**config.mk**
```make
export PLATFORM = sky130hd
export DESIGN_NAME = i2c_sensor_convert
export DESIGN_NICKNAME = d
export VERILOG_FILES = /design/src/rtl/i2c_sensor_pkg.sv /design/src/rtl/i2c_sensor_convert_seq_mul16x16.sv /design/src/rtl/i2c_sensor_convert.sv
export SDC_FILE = /design/constraint.sdc
export NUM_CORES = 1
export LEC_CHECK = 0
export CAP_MARGIN = 0
export CORE_MARGIN = 5
export CORE_UTILIZATION = 50
export DETAILED_ROUTE_END_ITERATION = 16
export GPL_TIMING_DRIVEN = 0
export PLACE_DENSITY = 0.71
export SETUP_SLACK_MARGIN = 0.02
export SYNTH_ARGS = -nofsm -noshare
export SYNTH_HDL_FRONTEND = slang
export SYNTH_SLANG_ARGS = --single-unit
```
**constraint.sdc**
```tcl
create_clock -name clk -period 5.4 [get_ports clk]
set_input_delay 0.54 -clock clk [delete_from_list [all_inputs] [get_ports clk]]
set_output_delay 0.54 -clock clk [all_outputs]
set_load 0.01 [all_outputs]
```
**src/rtl/i2c_sensor_pkg.sv**
```systemverilog
// Shared constants and enums for the I2C sensor raw-code to engineering-unit converter.
package i2c_sensor_pkg;

  localparam logic [15:0] K_TEMP   = 16'd17572;
  localparam logic [15:0] K_HUMI   = 16'd12500;
  localparam logic [15:0] OFF_TEMP = 16'd4685;
  localparam logic [16:0] OFF_HUMI = 17'd600;
  localparam logic [16:0] RH_MAX   = 17'd10000;

  typedef enum logic [1:0] {
    IDLE = 2'd0,
    MUL  = 2'd1,
    ADJ  = 2'd2
  } conv_state_e;

  typedef enum logic {
    CH_TEMP = 1'b0,
    CH_HUMI = 1'b1
  } chan_e;

endpackage

```
**src/rtl/i2c_sensor_convert_seq_mul16x16.sv**
```systemverilog
// 16-cycle shift-add unsigned multiplier, multiplier bits consumed LSB first.
// done is high during the final accumulate cycle; product is complete after that edge.
module seq_mul16x16 (
  input  logic        clk,
  input  logic        rst,
  input  logic        start,
  input  logic [15:0] multiplicand,
  input  logic [15:0] multiplier,
  output logic        done,
  output logic [31:0] product
);

  logic [15:0] mcand;
  logic [15:0] mplier;
  logic [3:0]  bit_idx;
  logic        running;

  always_ff @(posedge clk or posedge rst) begin
    if (rst) begin
      mcand   <= '0;
      mplier  <= '0;
      bit_idx <= '0;
      running <= 1'b0;
      product <= '0;
    end else if (start) begin
      mcand   <= multiplicand;
      mplier  <= multiplier;
      bit_idx <= '0;
      running <= 1'b1;
      product <= '0;
    end else if (running) begin
      if (mplier[bit_idx])
        product <= product + (32'(mcand) << bit_idx);
      bit_idx <= bit_idx + 4'd1;
      if (bit_idx == 4'd15)
        running <= 1'b0;
    end
  end

  assign done = running && (bit_idx == 4'd15);

endmodule

```
**src/rtl/i2c_sensor_convert.sv**
```systemverilog
// Converts raw I2C sensor words into centi-degC temperature and centi-percent RH.
// state | meaning
// IDLE  | waiting for measure_done; accepts a word and starts the multiplier
// MUL   | 16 shift-add steps of code * K
// ADJ   | offset/clamp the product high half and update the channel output
module i2c_sensor_convert
  import i2c_sensor_pkg::*;
#(
  parameter bit FIRST_IS_HUMI = 1'b1,
  parameter bit CLAMP_RH      = 1'b1
) (
  input  logic        clk,
  input  logic        rst,
  input  logic        measure_done,
  input  logic [15:0] i2c_data,
  output logic [15:0] temp_cdeg,
  output logic [13:0] rh_cpct,
  output logic        temp_valid,
  output logic        rh_valid,
  output logic        busy,
  output logic        overrun
);

  conv_state_e state, state_next;
  chan_e       chan_reg, chan;
  logic        mul_start, mul_done;
  logic [31:0] product;
  logic [15:0] q;
  logic [16:0] rh_diff;
  logic [13:0] rh_next;

  assign mul_start = (state == IDLE) && measure_done;

  seq_mul16x16 u_mul (
    .clk          (clk),
    .rst          (rst),
    .start        (mul_start),
    .multiplicand ((chan_reg == CH_HUMI) ? K_HUMI : K_TEMP),
    .multiplier   ({i2c_data[15:2], 2'b00}),
    .done         (mul_done),
    .product      (product)
  );

  always_ff @(posedge clk or posedge rst) begin
    if (rst) state <= IDLE;
    else     state <= state_next;
  end

  always_comb begin
    state_next = state;
    case (state)
      IDLE:    if (measure_done) state_next = MUL;
      MUL:     if (mul_done)     state_next = ADJ;
      ADJ:     state_next = IDLE;
      default: state_next = IDLE;
    endcase
  end

  assign q       = 16'(product >> 16);
  assign rh_diff = {1'b0, q} - OFF_HUMI;

  // bit 16 of rh_diff is the sign: q < OFF_HUMI wraps negative
  always_comb begin
    rh_next = rh_diff[13:0];
    if (CLAMP_RH) begin
      if (rh_diff[16])
        rh_next = '0;
      else if (rh_diff > RH_MAX)
        rh_next = RH_MAX[13:0];
    end
  end

  always_ff @(posedge clk or posedge rst) begin
    if (rst) begin
      chan_reg   <= FIRST_IS_HUMI ? CH_HUMI : CH_TEMP;
      chan       <= CH_TEMP;
      temp_cdeg  <= '0;
      rh_cpct    <= '0;
      temp_valid <= 1'b0;
      rh_valid   <= 1'b0;
      overrun    <= 1'b0;
    end else begin
      temp_valid <= 1'b0;
      rh_valid   <= 1'b0;
      // dropped words still toggle the channel to stay in step with the master
      if (measure_done) begin
        chan_reg <= (chan_reg == CH_HUMI) ? CH_TEMP : CH_HUMI;
        if (state == IDLE) chan    <= chan_reg;
        else               overrun <= 1'b1;
      end
      if (state == ADJ) begin
        if (chan == CH_TEMP) begin
          temp_cdeg  <= q - OFF_TEMP;
          temp_valid <= 1'b1;
        end else begin
          rh_cpct  <= rh_next;
          rh_valid <= 1'b1;
        end
      end
    end
  end

  assign busy = (state != IDLE);

endmodule

```
==> run summary <==
For the total count of hold-check failures in the final report, the log shows 0. The clock insertion delay at the later pin of the skew report is 0.35 ns, and the maximum buffer depth of the clock tree is 2. The via count of the first global-routing pass is 5,322.

For the half-perimeter wire length after detailed placement, the log shows 11,800 µm. For the detailed-routing iteration count for the pre-antenna-repair pass, the log shows 4. The tools report the total count of max-transition violations in the final report as 0. The master cell of the clock root buffer is sky130_fd_sc_hd__clkbuf_16.

The Yosys step of the flow raised 0 warnings. The tools report the startpoint class of the critical path as a flop. The tightest min-delay check is of the reg2reg type.

The clock period could shrink to 4.556 ns. Wire length of the first global-routing pass: 25,770 µm. Counting flops and latches in the post-synthesis netlist gives 88. The critical path contains buffers and inverters numbering 4 combined. By count the netlist is led by sky130_fd_sc_hd__nand2_1 (121), sky130_fd_sc_hd__dfrtp_1 (87), sky130_fd_sc_hd__nor2_1 (75). The sequential fraction of the synthesis area is 0.3632, and the ratio of routed vias to standard cells is 5.749.

The logs give 61 for the maximum number of pins on one net before global-route repair and 3.337 nW for the leakage power of the design. In this run the vertical extent of the chip is 120.2 µm. Each instance of the synthesized netlist takes up on average 8.415 µm². The final hold slack is 0.4761 ns, and the number of antenna violations at the first check in global routing is 0. sky130_fd_sc_hd__nand2_1 is the most common cell in the netlist. The die is 120.2 µm wide. Walking the worst path, the cells encountered are buf_2 -> clkbuf_1 -> buf_1 -> nor4_1 -> ha_1 -> inv_1 -> fa_1 -> nand2b_1 -> a21oi_1 -> o2111ai_1 -> a21oi_1 -> o221ai_1 -> a21oi_1 -> nand2_1 -> and4b_1 -> nor3_1. The largest clock skew in the final design is 0.009946 ns, and the share of flip-flops with an asynchronous set or reset after synthesis is 1.000. Number of flip-flops under the largest register name: 30.

The clock slew seen by the registers of the worst setup and hold paths is 0.06 ns, and the global-route usage over all layers is 0.2212. In this run, post-CTS repair resized a total of 0 instances. TritonCTS built the clock tree. The register with the most flip-flops in the final layout is u_mul.product. Setup violations remaining at the end of the flow were counted as 0. The number of top-level pins is 53, and the area growth from synthesis to final layout is 16.52%.

For the final routed database, the setup TNS stands at 0 ns. Post-CTS timing repair inserted 0 buffers for setup. Across the run, the number of max-cap violations was 0. The kind of cell adding the most delay to the critical path was compound AO/OA/AOI/OAI gates. On the worst path, the slowest cell contributes a delay of 0.46 ns. In this run, synthesis inferred 0 flip-flops with an integrated enable. Core box area: 11,960 µm². The logs give 4.82 ns for the data arrival time of the worst path and 40 for the number of rows in the core area. For the internal power, the log shows 2.746 mW. Worst relative slew slack: 0.4104. The run finished with clean final reports. The cell count after synthesis came out at 721. Overall power consumption after layout is estimated at 5.119 mW.

The portion of total power attributed to the clock network came out at 0.121. Yosys attributes the largest share of cell area to sky130_fd_sc_hd__dfrtp_1 (36%), sky130_fd_sc_hd__nand2_1 (7.5%), sky130_fd_sc_hd__ha_1 (7.0%). Area fraction of the dominant cell type after synthesis: 0.3588. The final worst-path cycle share works out to 0.8437. Static timing analysis puts the maximum clock frequency at 219.5 MHz.

For this run, the leading register cell type out of synthesis is sky130_fd_sc_hd__dfrtp_1. The largest registers in the layout are u_mul.product: 30 flops, temp_cdeg: 16 flops. For this design the ratio of total power to cell area is 724.1 nW/µm².

Number of diodes added for antenna fixing: 0. The final weighted congestion in routability-driven placement is 0.9202, and the synthesized area is 6067 µm². The analysis attributes to net switching a power of 2.373 mW.

The share of total power consumed by net switching was 0.4636. The number of hold buffers added after CTS was 0. By instance count, the cell type seen most on the critical path is sky130_fd_sc_hd__a21oi_1.

During placement, the flow inserted port buffers numbering 50. Setup repair after global routing left no endpoint under its margin. The net total in the final layout was 837. The total of fill cells in the finished design was 1,046. The logs give 0.4171 mV for the maximum ir drop on the vdd rail and 0.223 for the proportion of power drawn by flip-flops and latches. STA classifies the critical path endpoint as a flop. The part of the total power dissipated in combinational logic came out at 0.656.

The slew at the pin closest to its max-slew limit works out to 0.8784 ns. The H-tree generated during clock tree synthesis spans 3 levels. The worst setup path is of the reg2reg kind.

Summed over all layers, the global routing overflow is 0. Counting every sink on the clock net gives 88. The logs give 15,410 µm for the final wirelength and 5.67 ns for the required time at the worst-slack endpoint. The final antenna-violating net count was 0; the number of buffers created by CTS was 9.

The ratio of cells with drive above 1 in the final layout is 0.05591, and the post-placement cell count is 919. The tools report the storage element area as 2203 µm². The die area is 14,440 µm².

For the number of design-rule violations left by the first detailed-router iteration, the log shows 335. The tools report the initial cell density of the core as 0.5072. The post-synthesis net count was 775. The cell type contributing the most total cell area after synthesis was sky130_fd_sc_hd__dfrtp_1. The via count was 5,370.

The slowest cell on the critical path was sky130_fd_sc_hd__a21oi_1. Dividing the detail-routed wire length by the instance count gives 16.50 µm. Once layout is complete, the cells apart from fillers number 934. Synthesis instantiated 69 different standard cells from the library.

Summing all multi-input logic gate instances after layout gives 3593 µm². In the routed design, unresolved DRC markers number 0. The largest fanout on the critical path came out at 10.
-- per-stage QoR --
| stage | util | worst slack, ns | area, µm² |
|---|---|---|---|
| 5_1_grt | 0.5910 | 0.5560 | 7069 |
| 3_3_place_gp | 0.5644 | 0.9994 | 6751 |
| 2_1_floorplan | - | 1.765 | 6067 |
| 4_1_cts | 0.5910 | 0.8499 | 7069 |
| 6_report | 0.5910 | 0.8443 | 7069 |
| 3_5_place_dp | 0.5669 | 0.8899 | 6782 |
-- power by group through the flow --
stage / registers (mW) / clock network [mW] / logic, mW
2_1_floorplan: 1.13 / 0 / 2.52
3_3_place_gp: 1.14 / 0 / 3.23
3_5_place_dp: 1.15 / 0 / 3.34
4_1_cts: 1.14 / 0.632 / 3.36
5_1_grt: 1.18 / 0.659 / 3.74
6_report: 1.14 / 0.620 / 3.36
-- layer usage --
layer | vias to the layer above | track usage | part of all wire
met2 | 139 | 0.3839 | 0.50
met3 | 25 | 0.03911 | 0.048
met1 | 2555 | 0.2700 | 0.43
met5 | - | 0 | 0
met4 | 0 | 0.09234 | 0.020
li1 | 2651 | - | -
-- worst reg2reg max path, stage by stage, from the launching register on --
cell                        delay (ns)
sky130_fd_sc_hd__dfrtp_1          0.38
sky130_fd_sc_hd__buf_2            0.21
sky130_fd_sc_hd__clkbuf_1         0.24
sky130_fd_sc_hd__buf_1            0.30
sky130_fd_sc_hd__nor4_1           0.41
sky130_fd_sc_hd__ha_1             0.28
sky130_fd_sc_hd__inv_1            0.07
sky130_fd_sc_hd__fa_1             0.40
sky130_fd_sc_hd__nand2b_1         0.19
sky130_fd_sc_hd__a21oi_1          0.29
sky130_fd_sc_hd__o2111ai_1        0.22
sky130_fd_sc_hd__a21oi_1          0.28
sky130_fd_sc_hd__o221ai_1         0.20
sky130_fd_sc_hd__a21oi_1          0.46
sky130_fd_sc_hd__nand2_1          0.13
sky130_fd_sc_hd__and4b_1          0.24
sky130_fd_sc_hd__nor3_1           0.18
-- cell usage in the layout, fill, tap and decap left out, types with 9 or more instances in the layout --
cell,netlist,final
sky130_fd_sc_hd__a21o_1,19,19
sky130_fd_sc_hd__mux2i_1,23,23
sky130_fd_sc_hd__o21ai_0,53,53
sky130_fd_sc_hd__and3_1,10,10
sky130_fd_sc_hd__nand2_1,121,121
sky130_fd_sc_hd__clkdlybuf4s50_1,0,50
sky130_fd_sc_hd__clkbuf_1,25,26
sky130_fd_sc_hd__nand2b_1,9,9
sky130_fd_sc_hd__inv_1,27,26
sky130_fd_sc_hd__xnor2_1,31,31
sky130_fd_sc_hd__nor2_1,75,75
sky130_fd_sc_hd__clkbuf_16,0,9
sky130_fd_sc_hd__nor3_1,11,11
sky130_fd_sc_hd__a22o_1,10,10
sky130_fd_sc_hd__nand3_1,11,11
sky130_fd_sc_hd__ha_1,34,34
sky130_fd_sc_hd__a21oi_1,44,44
sky130_fd_sc_hd__dfrtp_1,87,87
-- worst paths after layout --
path	to	cells past startpoint	from	slack, ns
worst max-delay path	u_mul.product[26]	16	u_mul.bit_idx[0]	0.84
worst min-delay path	u_mul.mplier[3]	2	u_mul.mplier[3]	0.48
worst max register to register	u_mul.product[26]	16	u_mul.bit_idx[0]	0.84
worst min register to register	u_mul.mplier[3]	2	u_mul.mplier[3]	0.48
max in group asynchronous	chan_reg	3	rst	4.22
min in group asynchronous	temp_cdeg[14]	2	rst	0.54
-- final cells by class --
type,count,area share
repair buffers,51,0.07469
clock inverters,5,0.008319
multi-input cells,566,0.5083
inverters,28,0.01522
well taps,147,0.02602
flip-flops and latches,88,0.3117
clock buffers,10,0.03239
plain buffers,39,0.02336
-- kinds of logic (layout without fill, tap and decap cells) --
logic type | count (synthesis) | count (layout) | share of synthesized area
compound gates | 187 | 187 | 0.2007
xor+xnor | 40 | 40 | 0.05898
fa+ha+maj | 35 | 35 | 0.07342
buf+inv | 67 | 133 | 0.04454
flops | 88 | 88 | 0.3632
mux | 30 | 30 | 0.05651
simple gates | 274 | 274 | 0.2027
(Power assumes the default switching activity.)
